--- src/rtl/fetch_stage.sv ---
// fetch_stage: PC register and IF/ID pipeline register with redirect/stall/flush control.
// Optional fetch/stall counters are included when FETCH_STATS_EN is defined.
module fetch_stage #(
    parameter logic [31:0] RESET_PC = 32'h0000_0000
) (
    input  logic        clk,
    input  logic        rst_n,
    input  logic        stall,
    input  logic        flush,
    input  logic        redirect,
    input  logic [31:0] redirect_addr,
    output logic [31:0] imem_addr,
    input  logic [31:0] imem_rdata,
    output logic [31:0] id_instr,
    output logic [31:0] id_pc,
    output logic [31:0] id_pc_plus4,
    output logic        id_valid
`ifdef FETCH_STATS_EN
    ,
    output logic [31:0] fetch_count,
    output logic [31:0] stall_count
`endif
);

    logic [31:0] pc;
    logic [31:0] pc_plus4;
    logic [31:0] next_pc;
    logic        bubble;
    logic        load;

    assign imem_addr = pc;
    assign pc_plus4  = pc + 32'd4;
    assign next_pc   = redirect ? {redirect_addr[31:2], 2'b00} : stall ? pc : pc_plus4;
    assign bubble    = redirect | flush;
    assign load      = !bubble && !stall;

    always_ff @(posedge clk or negedge rst_n) begin
        if (!rst_n) begin
            pc <= RESET_PC;
        end else begin
            pc <= next_pc;
        end
    end

    // A squashed slot keeps its id_pc/id_pc_plus4; only the instruction and valid bit clear.
    always_ff @(posedge clk or negedge rst_n) begin
        if (!rst_n) begin
            id_instr    <= '0;
            id_pc       <= '0;
            id_pc_plus4 <= '0;
            id_valid    <= 1'b0;
        end else if (bubble) begin
            id_instr <= '0;
            id_valid <= 1'b0;
        end else if (!stall) begin
            id_instr    <= imem_rdata;
            id_pc       <= pc;
            id_pc_plus4 <= pc_plus4;
            id_valid    <= 1'b1;
        end
    end

`ifdef FETCH_STATS_EN
    always_ff @(posedge clk or negedge rst_n) begin
        if (!rst_n) begin
            fetch_count <= '0;
            stall_count <= '0;
        end else begin
            if (load && fetch_count != '1) fetch_count <= fetch_count + 32'd1;
            if (stall && !redirect && stall_count != '1) stall_count <= stall_count + 32'd1;
        end
    end
`endif

endmodule

--- config.mk ---
export PLATFORM = sky130hd
export DESIGN_NAME = fetch_stage
export DESIGN_NICKNAME = d
export VERILOG_FILES = /design/src/rtl/fetch_stage.sv
export SDC_FILE = /design/constraint.sdc
export NUM_CORES = 1
export LEC_CHECK = 0
export CELL_PAD_IN_SITES_DETAIL_PLACEMENT = 0
export CELL_PAD_IN_SITES_GLOBAL_PLACEMENT = 1
export CORE_MARGIN = 1
export CORE_UTILIZATION = 35
export CTS_CLUSTER_DIAMETER = 40
export DETAILED_ROUTE_END_ITERATION = 10
export PLACE_DENSITY_LB_ADDON = 0.1
export SYNTH_ARGS = -nofsm -noshare
export SYNTH_HDL_FRONTEND = slang
export SYNTH_SLANG_ARGS = --single-unit
--- constraint.sdc ---
create_clock -name clk -period 5.4 [get_ports clk]
set_input_delay 0.54 -clock clk [delete_from_list [all_inputs] [get_ports clk]]
set_output_delay 0.54 -clock clk [all_outputs]
set_load 0.005 [all_outputs]
==> results.md, run 1 <==
* Worst-Skew Late Latency at between 400 and 500 ps
* Seq/Total Area, Yosys at 0.5574
* Status: completed
* Critical Path Start Type: flip-flop
* Vias at 4591
* Post-synth EDFFs at 0
* Std-Cell Rows at 45
* Htree depth at 4
* DRC viols at 0
* Reg2Reg Depth at 5
* Largest net degree at the start of global routing at 93
* Register bit total from synthesis at around 120
* GR Overflow Total at 0
* Die width at 127.6 um
* Inst Count DP at 933
* Largest family of logic cells by synthesized area: simple AND/OR/NAND/NOR gates
* Yosys warns at 0
* RR Endpoint: imem_addr[15]$_DFFE_PN0N_
* Post-Synthesis Cells at 572
* Post-CTS Hold Buffers at 0
* Chip height at 127.6 um
* Critical Path Fanout Max at 8
* Compound-Gate Fraction of Synth Area at 0.1083
* Post-synthesis cell area at about 5500 um2
* Crit Path Category: flip-flop to flip-flop
* Synth Area in XOR/XNOR at 0.08883
* Global-route wire length before repair at about 25 mm
* DR WL/cell at 15.82 um
* Max frequency at ~400 MHz
* Total Power at 2727 uW
* Final setup fails at 0
* Die footprint at 16280 um2
* Core Util, Final at 0.5301
* Share of layout cells above drive strength 1 at 0.06101
* Final nets at slightly above 800
* DP Wirelength at 10.25 mm
* Final setup skew at 11.45 ps
* Multiplexer share of the synthesized area at 0.001813
* Clk buf depth at 2
* Simple-gate area share of the yosys netlist at 0.1947
* CTS buffer count at 17
* Least-Margin Pin Slew at 1149 ps
* Main synth FF type: dfrtp_1
* Antenna-violating nets left at 0
* PD cells at roughly 340 nW/um2
* Synth area leaders: dfrtp_1 56%, nand2_1 11%, o21ai_0 5.6%
* Vias per inst at about 4.8
* CP required at 5740 ps
* Slew headroom at 0.2267
* 1st-pass router iterations at 4
* Total Routing Usage GR at 0.2001
* Yosys top cell by area: dfrtp_1
* RSZ-0062 raised after global routing: no
* CTS tree: yes
* # IOs at 198
* Asr flop ratio synth at 1.000
* Slew Limit Fails at 0
* Area grow syn2layout at 47.04%
* Period minus WS final at 2492 ps
* Setup crit end kind: flip-flop
* Post-CTS Resized at 0
* Distinct cells, synth at 33
* Clk root buf: clkbuf_16
* Flop-to-flop setup slack at roughly 2900 ps
* Initial Utilization at 0.3605
* Core area at roughly 15000 um2
* Inserted Diodes at 0
* LEAKAGE at 0.003445 uW
* Mapped Avg Cell Area at 9.653 um2
* Routability cong. at 0.7667
* Clock sinks at 123
* Total wire length at 15.27 mm
* Post-CTS Setup Inserts at 0
* Tcrit/Tclk final at 0.4615
* Fin cells at 965
* Iteration-0 DRC Markers at 203
* Worst vdd ir at approximately 210 uV
* R2r startpoint: imem_addr[4]$_DFFE_PN0N_
* Count of final hold-check violations at 0
* Min-delay worst type: primary input to async pin
* Dominant cell by count in the synthesized netlist: nand2_1
* Post-route setup TNS at 0 ps
* Max-cap viol count at 0
* WP data arrival at 2830 ps
* Vias in the first global route at 4700
* Yosys top cell area share at 0.5574
* Port-buffer cells at 189
* Post-Synth Adder-Cell Area at 0.002266
* Initial antenna violation count at 0
* Synth top cells by count: 165 x nand2_1, 123 x dfrtp_1, 62 x o21ai_0
* Filler cells at between 1000 and 1500
* CTS clock-pin slew for the worst setup and hold paths at 60 ps
-- report_power, final --
group / switching, uW / internal, uW / total, uW
sequential: 96.6 / 1030 / 1130
combinational: 178 / 290 / 468
clock: 406 / 726 / 1130
-- critical path, cell delays in order, from the launching register on --
cell and delay [ps]:
dfrtp_1 540, nand4_1 510, nor4_1 850, nand3_1 180, xor2_1 170, o21ai_0 150
-- cells by family (layout without fill, tap and decap cells) --
| logic type | after synthesis | count (layout) |
|---|---|---|
| AO/OA/AOI/OAI | 95 | 95 |
| XOR/XNOR | 56 | 56 |
| adder cells (fa/ha/maj) | 1 | 1 |
| buffers and inverters | 56 | 233 |
| flip-flops | 123 | 123 |
| multiplexers | 1 | 1 |
| other | 1 | 6 |
| AND/OR/NAND/NOR | 239 | 239 |
-- worst max-delay path by stage --
stage                                    from                     endpoint  depth (start not counted)
detailed placement                      stall  id_pc_plus4[18]$_DFFE_PN0P_                          4
global placement                        stall    imem_addr[15]$_DFFE_PN0N_                          6
global route        imem_addr[13]$_DFFE_PN0N_  id_pc_plus4[25]$_DFFE_PN0P_                          5
CTS                 imem_addr[13]$_DFFE_PN0N_  id_pc_plus4[25]$_DFFE_PN0P_                          5
finish               imem_addr[4]$_DFFE_PN0N_    imem_addr[15]$_DFFE_PN0N_                          5
floorplan            imem_addr[2]$_DFFE_PN0N_    imem_addr[28]$_DFFE_PN0N_                          7
-- final cells by class --
class,count,area (um2),share of cell area
clock buffers,26,499.2,0.06149
clock inverters,6,85.08,0.01048
inverters,4,15.01,0.001849
multi-input cells,398,2230,0.2746
flip-flops and latches,123,3078,0.3791
well taps,211,264.0,0.03252
repair buffers,197,1948,0.2399
-- routing by layer --
metal  share of wire  wire, um  track usage
met1            0.45      6929       0.2547
met2            0.46      6989       0.3089
met3           0.071      1077      0.07328
met4           0.018       270      0.08028
met5               0         0            0
-- stage by stage --
stage	cell area (um2)	hold WS (ps)	worst slack [ps]
2_1_floorplan	5540	244.4	3188
3_3_place_gp	7535	456.7	2881
3_5_place_dp	7535	462.5	2823
4_1_cts	8119	104.8	2849
5_1_grt	8119	116.0	2577
6_report	8119	65.29	2908
-- cells in the final DEF (no fill, tap or decap), types with 2 or more instances in the layout --
cell and n:
clkbuf_8 4, and4_1 3, clkdlybuf4s50_1 187, dfrtp_1 123, nand3_1 17, nor3_2 2
xor2_1 30, o21ai_0 62, nor2_1 9, clkinvlp_4 2, nand2_1 165, bufinv_16 2
and3_1 3, inv_1 4, xnor2_1 26, or4_1 2, nor2b_1 2, or3_4 2
clkbuf_16 17, clkbuf_1 5, nand4b_1 4, nand4_1 8, a22o_1 32, nor3_1 9
nor4_1 6, buf_4 8, clkinv_2 2, conb_1 6
-- sequential cells by signal (all words and copies together), names as in the netlist --
signal	flops
id_instr	32
id_pc	30
id_pc_plus4	30
imem_addr	30
id_valid	1
Power figures use the tool's default switching activity.
==> inputs of run 2 (changes only) <==
--- a/config.mk
+++ b/config.mk
@@ -8,7 +8,7 @@
 export CELL_PAD_IN_SITES_DETAIL_PLACEMENT = 0
 export CELL_PAD_IN_SITES_GLOBAL_PLACEMENT = 1
 export CORE_MARGIN = 1
-export CORE_UTILIZATION = 35
+export CORE_UTILIZATION = 33
 export CTS_CLUSTER_DIAMETER = 40
 export DETAILED_ROUTE_END_ITERATION = 10
 export PLACE_DENSITY_LB_ADDON = 0.1
==> constraint.sdc (replaced) <==
create_clock -name clk -period 2.46 [get_ports clk]
set_input_delay 0.246 -clock clk [delete_from_list [all_inputs] [get_ports clk]]
set_output_delay 0.246 -clock clk [all_outputs]
set_load 0.005 [all_outputs]
==> run 2 against run 1 <==
Global-route usage is 0.65 points lower. Non-clock buffer count is 18 higher. Final cell count is 2.4% higher. Clock skew is 4.4 ps lower. Wire length is 4.0% higher. Die area is 6.0% higher. Power is 120% higher. Sequential share of layout area is 0.81 points lower. Design area is 2.2% higher. Via count is 2.0% higher. Largest power group unchanged.
==> results.md, run 2 (synthesized netlist as in run 1, its figures left out) <==
* Status: completed
* Reg2Reg Depth at 6 (+1)
* Share of layout cells above drive strength 1 at 0.08420 (+0.02319)
* LEAKAGE at 0.003551 uW (+3.1%)
* Iteration-0 DRC Markers at 172 (-15%)
* Vias in the first global route at 4870 (+3.6%)
* Largest net degree at the start of global routing at 93 (unchanged)
* Port-buffer cells at 189 (unchanged)
* Htree depth at 4 (unchanged)
* Final setup skew at 7.070 ps (-4.383 ps)
* Routability cong. at 0.7710 (+0.56%)
* Die width at 131.4 um (+2.9%)
* Vias per inst at 4.740 (-0.37%)
* Inserted Diodes at 0 (unchanged)
* Biggest register: id_instr
* Max FFs per register at 32 (unchanged)
* Antenna-violating nets left at 0 (unchanged)
* Most frequent cells in the layout: 187 x clkdlybuf4s50_1, 165 x nand2_1, 123 x dfrtp_1, 62 x o21ai_0, 32 x a22o_1
* Max frequency at 444.2 MHz (+11%)
* Max-cap viol count at 0 (unchanged)
* Initial antenna violation count at 0 (unchanged)
* Total Routing Usage GR at 0.1935 (-0.006536)
* DR WL/cell at 16.07 um (+1.6%)
* Flop-to-flop setup slack at 210 ps (-2700 ps)
* Clk root buf: clkbuf_16
* Count of final hold-check violations at 0 (unchanged)
* Clock sinks at 123 (unchanged)
* CTS buffer count at 17 (unchanged)
* Final setup fails at 0 (unchanged)
* Die footprint at 17250 um2 (+6.0%)
* Crit-path slowest cell: or3_1
* Global-route wire length before repair at 26.01 mm (+5.0%)
* DRC viols at 0 (unchanged)
* Core area at 16120 um2 (+5.2%)
* Chip height at 131.4 um (+2.9%)
* CTS tree: yes
* Least-Margin Pin Slew at 897.0 ps (-252.3 ps)
* Slew headroom at 0.4020 (+0.1753)
* RSZ-0062 raised after global routing: no
* Min-delay worst type: primary input to flip-flop
* Total wire length at 15.88 mm (+4.0%)
* Most common cell after layout, fill and taps aside: clkdlybuf4s50_1
* Area grow syn2layout at 50.26%
* Max stage delay on crit path at 510 ps (-340 ps)
* 1st-pass router iterations at 4 (unchanged)
* Final nets at 829 (+2.2%)
* Crit Path Category: flip-flop to flip-flop
* Initial Utilization at 0.3426 (-0.01791)
* Setup crit end kind: flip-flop
* Clk buf depth at 2 (unchanged)
* CTS clock-pin slew for the worst setup and hold paths at 50 ps (about the same)
* Critical Path Start Type: flip-flop
* R2r startpoint: imem_addr[2]$_DFFE_PN0N_
* Worst-Skew Late Latency at 410 ps (-20 ps)
* Post-CTS Resized at 0 (unchanged)
* Slew Limit Fails at 0 (unchanged)
* Period minus WS final at 2251 ps (-241.2 ps)
* RR Endpoint: imem_addr[28]$_DFFE_PN0N_
* Worst vdd ir at 458.0 uV (+120%)
* CP Buf/Inv Count at 0 (unchanged)
* GR Overflow Total at 0 (unchanged)
* Post-route setup TNS at 0 ps (unchanged)
* WP data arrival at 2590 ps (-240 ps)
* Top delay family on crit path: simple AND/OR/NAND/NOR gates
* Min-delay src: redirect
* Vias at 4683 (+2.0%)
* Hold path depth at 3
* Cell Chain, Critical Path: ha_1 > nand3_4 > or3_1 > or3_4 > or4_1 > nand3_1
* Core Util, Final at 0.5148 (-0.01532)
* Critical Path Fanout Max at 6 (-2)
* Tcrit/Tclk final at 0.9151 (+0.4535)
* CP required at 2800 ps (-2940 ps)
* DP Wirelength at 11.01 mm (+7.4%)
* # IOs at 198 (unchanged)
* Std-Cell Rows at 46 (+2.2%)
* Hold EP: id_valid$_DFFE_PN0P_
* PD cells at 716.3 nW/um2 (+110%)
-- run 2: cell count changes in the layout (fill, tap and decap cells not counted) --
cell           change
bufinv_16          -1
clkbuf_1           -2
buf_12             +4
buf_4             +13
clkbuf_8           +1
clkinv_2           +3
dlygate4sd3_1      +1
clkinvlp_4         -1
-- run 2: final cells by class --
cell class	count	area [um2]
tap	216	270.3
multi-input combinational	398	2230
inverter	4	15.01
timing repair buffer	215	2136
fill	1493	7819
clock inverter	7	62.56
sequential	123	3078
clock buffer	25	505.5
-- run 2: through the flow --
step / hold slack (ps) / power [uW] / cells / instance area [um2] / setup WS (ps)
after detailed placement: 310.8 / 3600 / 955 / 7719 / 246.9
after floorplan: -49.59 / 2826 / 577 / 5540 / 248.5
after global placement: 302.4 / 3579 / 955 / 7719 / 272.7
after CTS: 331.1 / 6027 / 988 / 8297 / 209.8
after global routing: 384.0 / 6256 / 988 / 8297 / 93.67
final: 351.9 / 5943 / 988 / 8297 / 208.9
-- run 2: worst register-to-register path: cells and delay by family, from the launching register on --
family | cells | cell delay [ps]
adder cells (fa/ha/maj) | 1 | 250
flip-flops | 1 | 360
AND/OR/NAND/NOR | 5 | 1570
-- run 2: how the worst max path moves through the flow --
stage,start,end,slack (ps),depth (start not counted)
floorplan,imem_addr[2]$_DFFE_PN0N_,imem_addr[28]$_DFFE_PN0N_,250,7
global placement,imem_addr[2]$_DFFE_PN0N_,imem_addr[28]$_DFFE_PN0N_,270,6
detailed placement,imem_addr[3]$_DFFE_PN0N_,imem_addr[28]$_DFFE_PN0N_,250,6
CTS,imem_addr[3]$_DFFE_PN0N_,imem_addr[28]$_DFFE_PN0N_,210,6
global route,imem_addr[2]$_DFFE_PN0N_,imem_addr[28]$_DFFE_PN0N_,90,6
finish,imem_addr[2]$_DFFE_PN0N_,imem_addr[28]$_DFFE_PN0N_,210,6
-- run 2: timing repair --
| action | 4_1_cts | 5_1_grt |
|---|---|---|
| endpoints found under the setup margin | 0 | 0 |
| hold buffers | 1 | 0 |
| buffers inserted | 0 | 0 |
| hold endpoints to repair | 70 | 0 |
-- run 2: per-layer routing --
layer	track usage	share of wire	vias up
met5	0	0	-
met4	0.06460	0.013	0
met3	0.06404	0.073	16
met2	0.3153	0.47	147
met1	0.2407	0.44	2248
li1	-	-	2272
-- run 2: power by group --
| part | internal (uW) | switching [uW] |
|---|---|---|
| Combinational | 673 | 440 |
| Sequential | 2260 | 173 |
| Clock | 1510 | 879 |
==> inputs of run 3 (changes only) <==
--- a/config.mk
+++ b/config.mk
@@ -7,7 +7,6 @@
 export LEC_CHECK = 0
 export CELL_PAD_IN_SITES_DETAIL_PLACEMENT = 0
 export CELL_PAD_IN_SITES_GLOBAL_PLACEMENT = 1
-export CORE_MARGIN = 1
 export CORE_UTILIZATION = 33
 export CTS_CLUSTER_DIAMETER = 40
 export DETAILED_ROUTE_END_ITERATION = 10
==> constraint.sdc (replaced) <==
create_clock -name clk -period 2.46 [get_ports clk]
set_input_delay 0.492 -clock clk [delete_from_list [all_inputs] [get_ports clk]]
set_output_delay 0.492 -clock clk [all_outputs]
set_load 0.005 [all_outputs]
==> run 3 against run 2 <==
Sequential cell count stayed put. Count of clock-buffer cells in the layout grew 1. Via count is 0.96% lower. Sequential share of layout area shrank 0.24 points. Core utilization rose by 0.33 points. Sequential power about the same. Wire length is 0.23% lower. Worst setup slack worse by 17 ps. Register-to-register slack worse by 20 ps. Maximum frequency down 0.75%. Non-clock buffer count grew 1.
==> results.md, run 3 (synthesized netlist as in run 1, its figures left out) <==
* Setup crit end kind: flip-flop
* Initial Utilization at 0.3426 (unchanged)
* CTS tree: yes
* Max FFs per register at 32 (unchanged)
* Vias in the first global route at 4876 (+0.12%)
* Most common cell after layout, fill and taps aside: clkdlybuf4s50_1
* Total wire length at 15.84 mm (-0.23%)
* CP required at 2810 ps (about the same)
* Area grow syn2layout at 51.23%
* Clk buf depth at 2 (unchanged)
* RSZ-0062 raised after global routing: no
* Max-cap viol count at 0 (unchanged)
* Inserted Diodes at 0 (unchanged)
* Critical Path Start Type: flip-flop
* Initial antenna violation count at 0 (unchanged)
* DP Wirelength at 10.94 mm (-0.61%)
* PD cells at 745.3 nW/um2 (+4.1%)
* CTS clock-pin slew for the worst setup and hold paths at 50 ps (about the same)
* # IOs at 198 (unchanged)
* Critical Path Source: imem_addr[3]$_DFFE_PN0N_
* Footprint of the multi-input gates at 2230 um2 (unchanged)
* Post-CTS Resized at 0 (unchanged)
* Reg2Reg Depth at 6 (unchanged)
* Routability cong. at 0.7574 (-1.8%)
* Post-CTS Hold Buffers at 0 (-1)
* Total Routing Usage GR at 0.1954 (+0.001885)
* Min-delay worst type: primary input to async pin
* Post-CTS Setup Inserts at 0 (unchanged)
* Storage element area at 3078 um2 (unchanged)
* WP data arrival at 2610 ps (+20 ps)
* Htree depth at 4 (unchanged)
* Final nets at 830 (+0.12%)
* Top delay family on crit path: simple AND/OR/NAND/NOR gates
* Inst Count DP at 957 (+0.21%)
* Die width at 131.4 um (unchanged)
* Final setup fails at 0 (unchanged)
* Share of layout cells above drive strength 1 at 0.08808 (+0.003886)
* Cell Chain, Critical Path: ha_1 > nand3_4 > or3_1 > or3_4 > or4_1 > nand3_1
* Max stage delay on crit path at 440 ps (-70 ps)
* 1st-pass router iterations at 4 (unchanged)
* Count of final hold-check violations at 0 (unchanged)
* Slew headroom at 0.4024 (about the same)
* Crit-path slowest cell: or3_1
* DR WL/cell at 16.04 um (-0.23%)
* Global-route wire length before repair at 26.35 mm (+1.3%)
* RR Endpoint: imem_addr[28]$_DFFE_PN0N_
* Fin cells at 988 (unchanged)
* Filler cells at 1473 (-1.3%)
* Die footprint at 17250 um2 (unchanged)
* Tcrit/Tclk final at 0.9220 (+0.006948)
* Std-Cell Rows at 46 (unchanged)
* Chip height at 131.4 um (unchanged)
* R2r startpoint: imem_addr[3]$_DFFE_PN0N_
* Largest net degree at the start of global routing at 93 (unchanged)
* Least-Margin Pin Slew at 896.4 ps (-0.5671 ps)
* DRC viols at 0 (unchanged)
* Max frequency at 440.9 MHz (-0.75%)
* Worst-Skew Late Latency at 410 ps (about the same)
* Period minus WS final at 2268 ps (+17.09 ps)
* Worst vdd ir at 516.7 uV (+13%)
* Port-buffer cells at 189 (unchanged)
* Status: completed
* Total Power at 6224 uW (+4.7%)
* Vias per inst at 4.694 (-0.96%)
* Vias at 4638 (-0.96%)
* Final setup skew at 7.568 ps (+0.4977 ps)
* Antenna-violating nets left at 0 (unchanged)
* LEAKAGE at 0.003580 uW (+0.82%)
* Iteration-0 DRC Markers at 200 (+16%)
* Slew Limit Fails at 0 (unchanged)
* Core area at 16120 um2 (unchanged)
* Post-route setup TNS at 0 ps (unchanged)
* Most frequent cells in the layout: 187 x clkdlybuf4s50_1, 165 x nand2_1, 123 x dfrtp_1, 62 x o21ai_0, 32 x a22o_1
* Crit Path Category: flip-flop to flip-flop
* Clock sinks at 123 (unchanged)
* Hold_ws at 14.37 ps (-337.5 ps)
* CTS buffer count at 17 (unchanged)
* Critical Path Fanout Max at 6 (unchanged)
* Biggest register: id_instr
* CP Buf/Inv Count at 0 (unchanged)
* Flop-to-flop setup slack at 190 ps (-20 ps)
* GR Overflow Total at 0 (unchanged)
* Clk root buf: clkbuf_16
-- run 3: cell types whose count changed in the layout (fill, tap and decap cells not counted), sizes merged --
cell,delta
buf,+2
clkbuf,+1
bufinv,+2
clkinv,-4
dlygate4sd3,-1
-- run 3: through the flow --
step	util	setup WS (ps)	area (um2)
6_report	0.5182	191.9	8351
5_1_grt	0.5182	91.74	8351
4_1_cts	0.5182	194.4	8351
3_5_place_dp	0.4783	11.62	7709
3_3_place_gp	0.4783	48.97	7709
2_1_floorplan	-	248.5	5540
-- run 3: how the worst max path moves through the flow --
stage                                        endpoint  cells after the start
after floorplan             imem_addr[28]$_DFFE_PN0N_                      7
after global placement    id_pc_plus4[10]$_DFFE_PN0P_                      3
after detailed placement  id_pc_plus4[30]$_DFFE_PN0P_                      3
after CTS                   imem_addr[28]$_DFFE_PN0N_                      6
after global routing        imem_addr[28]$_DFFE_PN0N_                      6
final                       imem_addr[28]$_DFFE_PN0N_                      6
-- run 3: per-layer routing --
metal | wire length (um) | global-route usage | vias up
li1 | - | - | 2271
met5 | 0 | 0 | -
met4 | 241 | 0.06525 | 0
met2 | 7524 | 0.3197 | 141
met1 | 6931 | 0.2428 | 2207
met3 | 1145 | 0.06327 | 19
-- run 3: where the power goes --
part / internal [uW] / switching (uW)
registers: 2260 / 179
logic: 665 / 433
clock network: 1800 / 881
-- run 3: area by class of cell --
cell class	instances	share of cell area
multi-input combinational	398	0.2670
clock inverter	5	0.01229
timing repair buffer	216	0.2534
inverter	4	0.001798
sequential	123	0.3686
clock buffer	26	0.06458
tap	216	0.03236
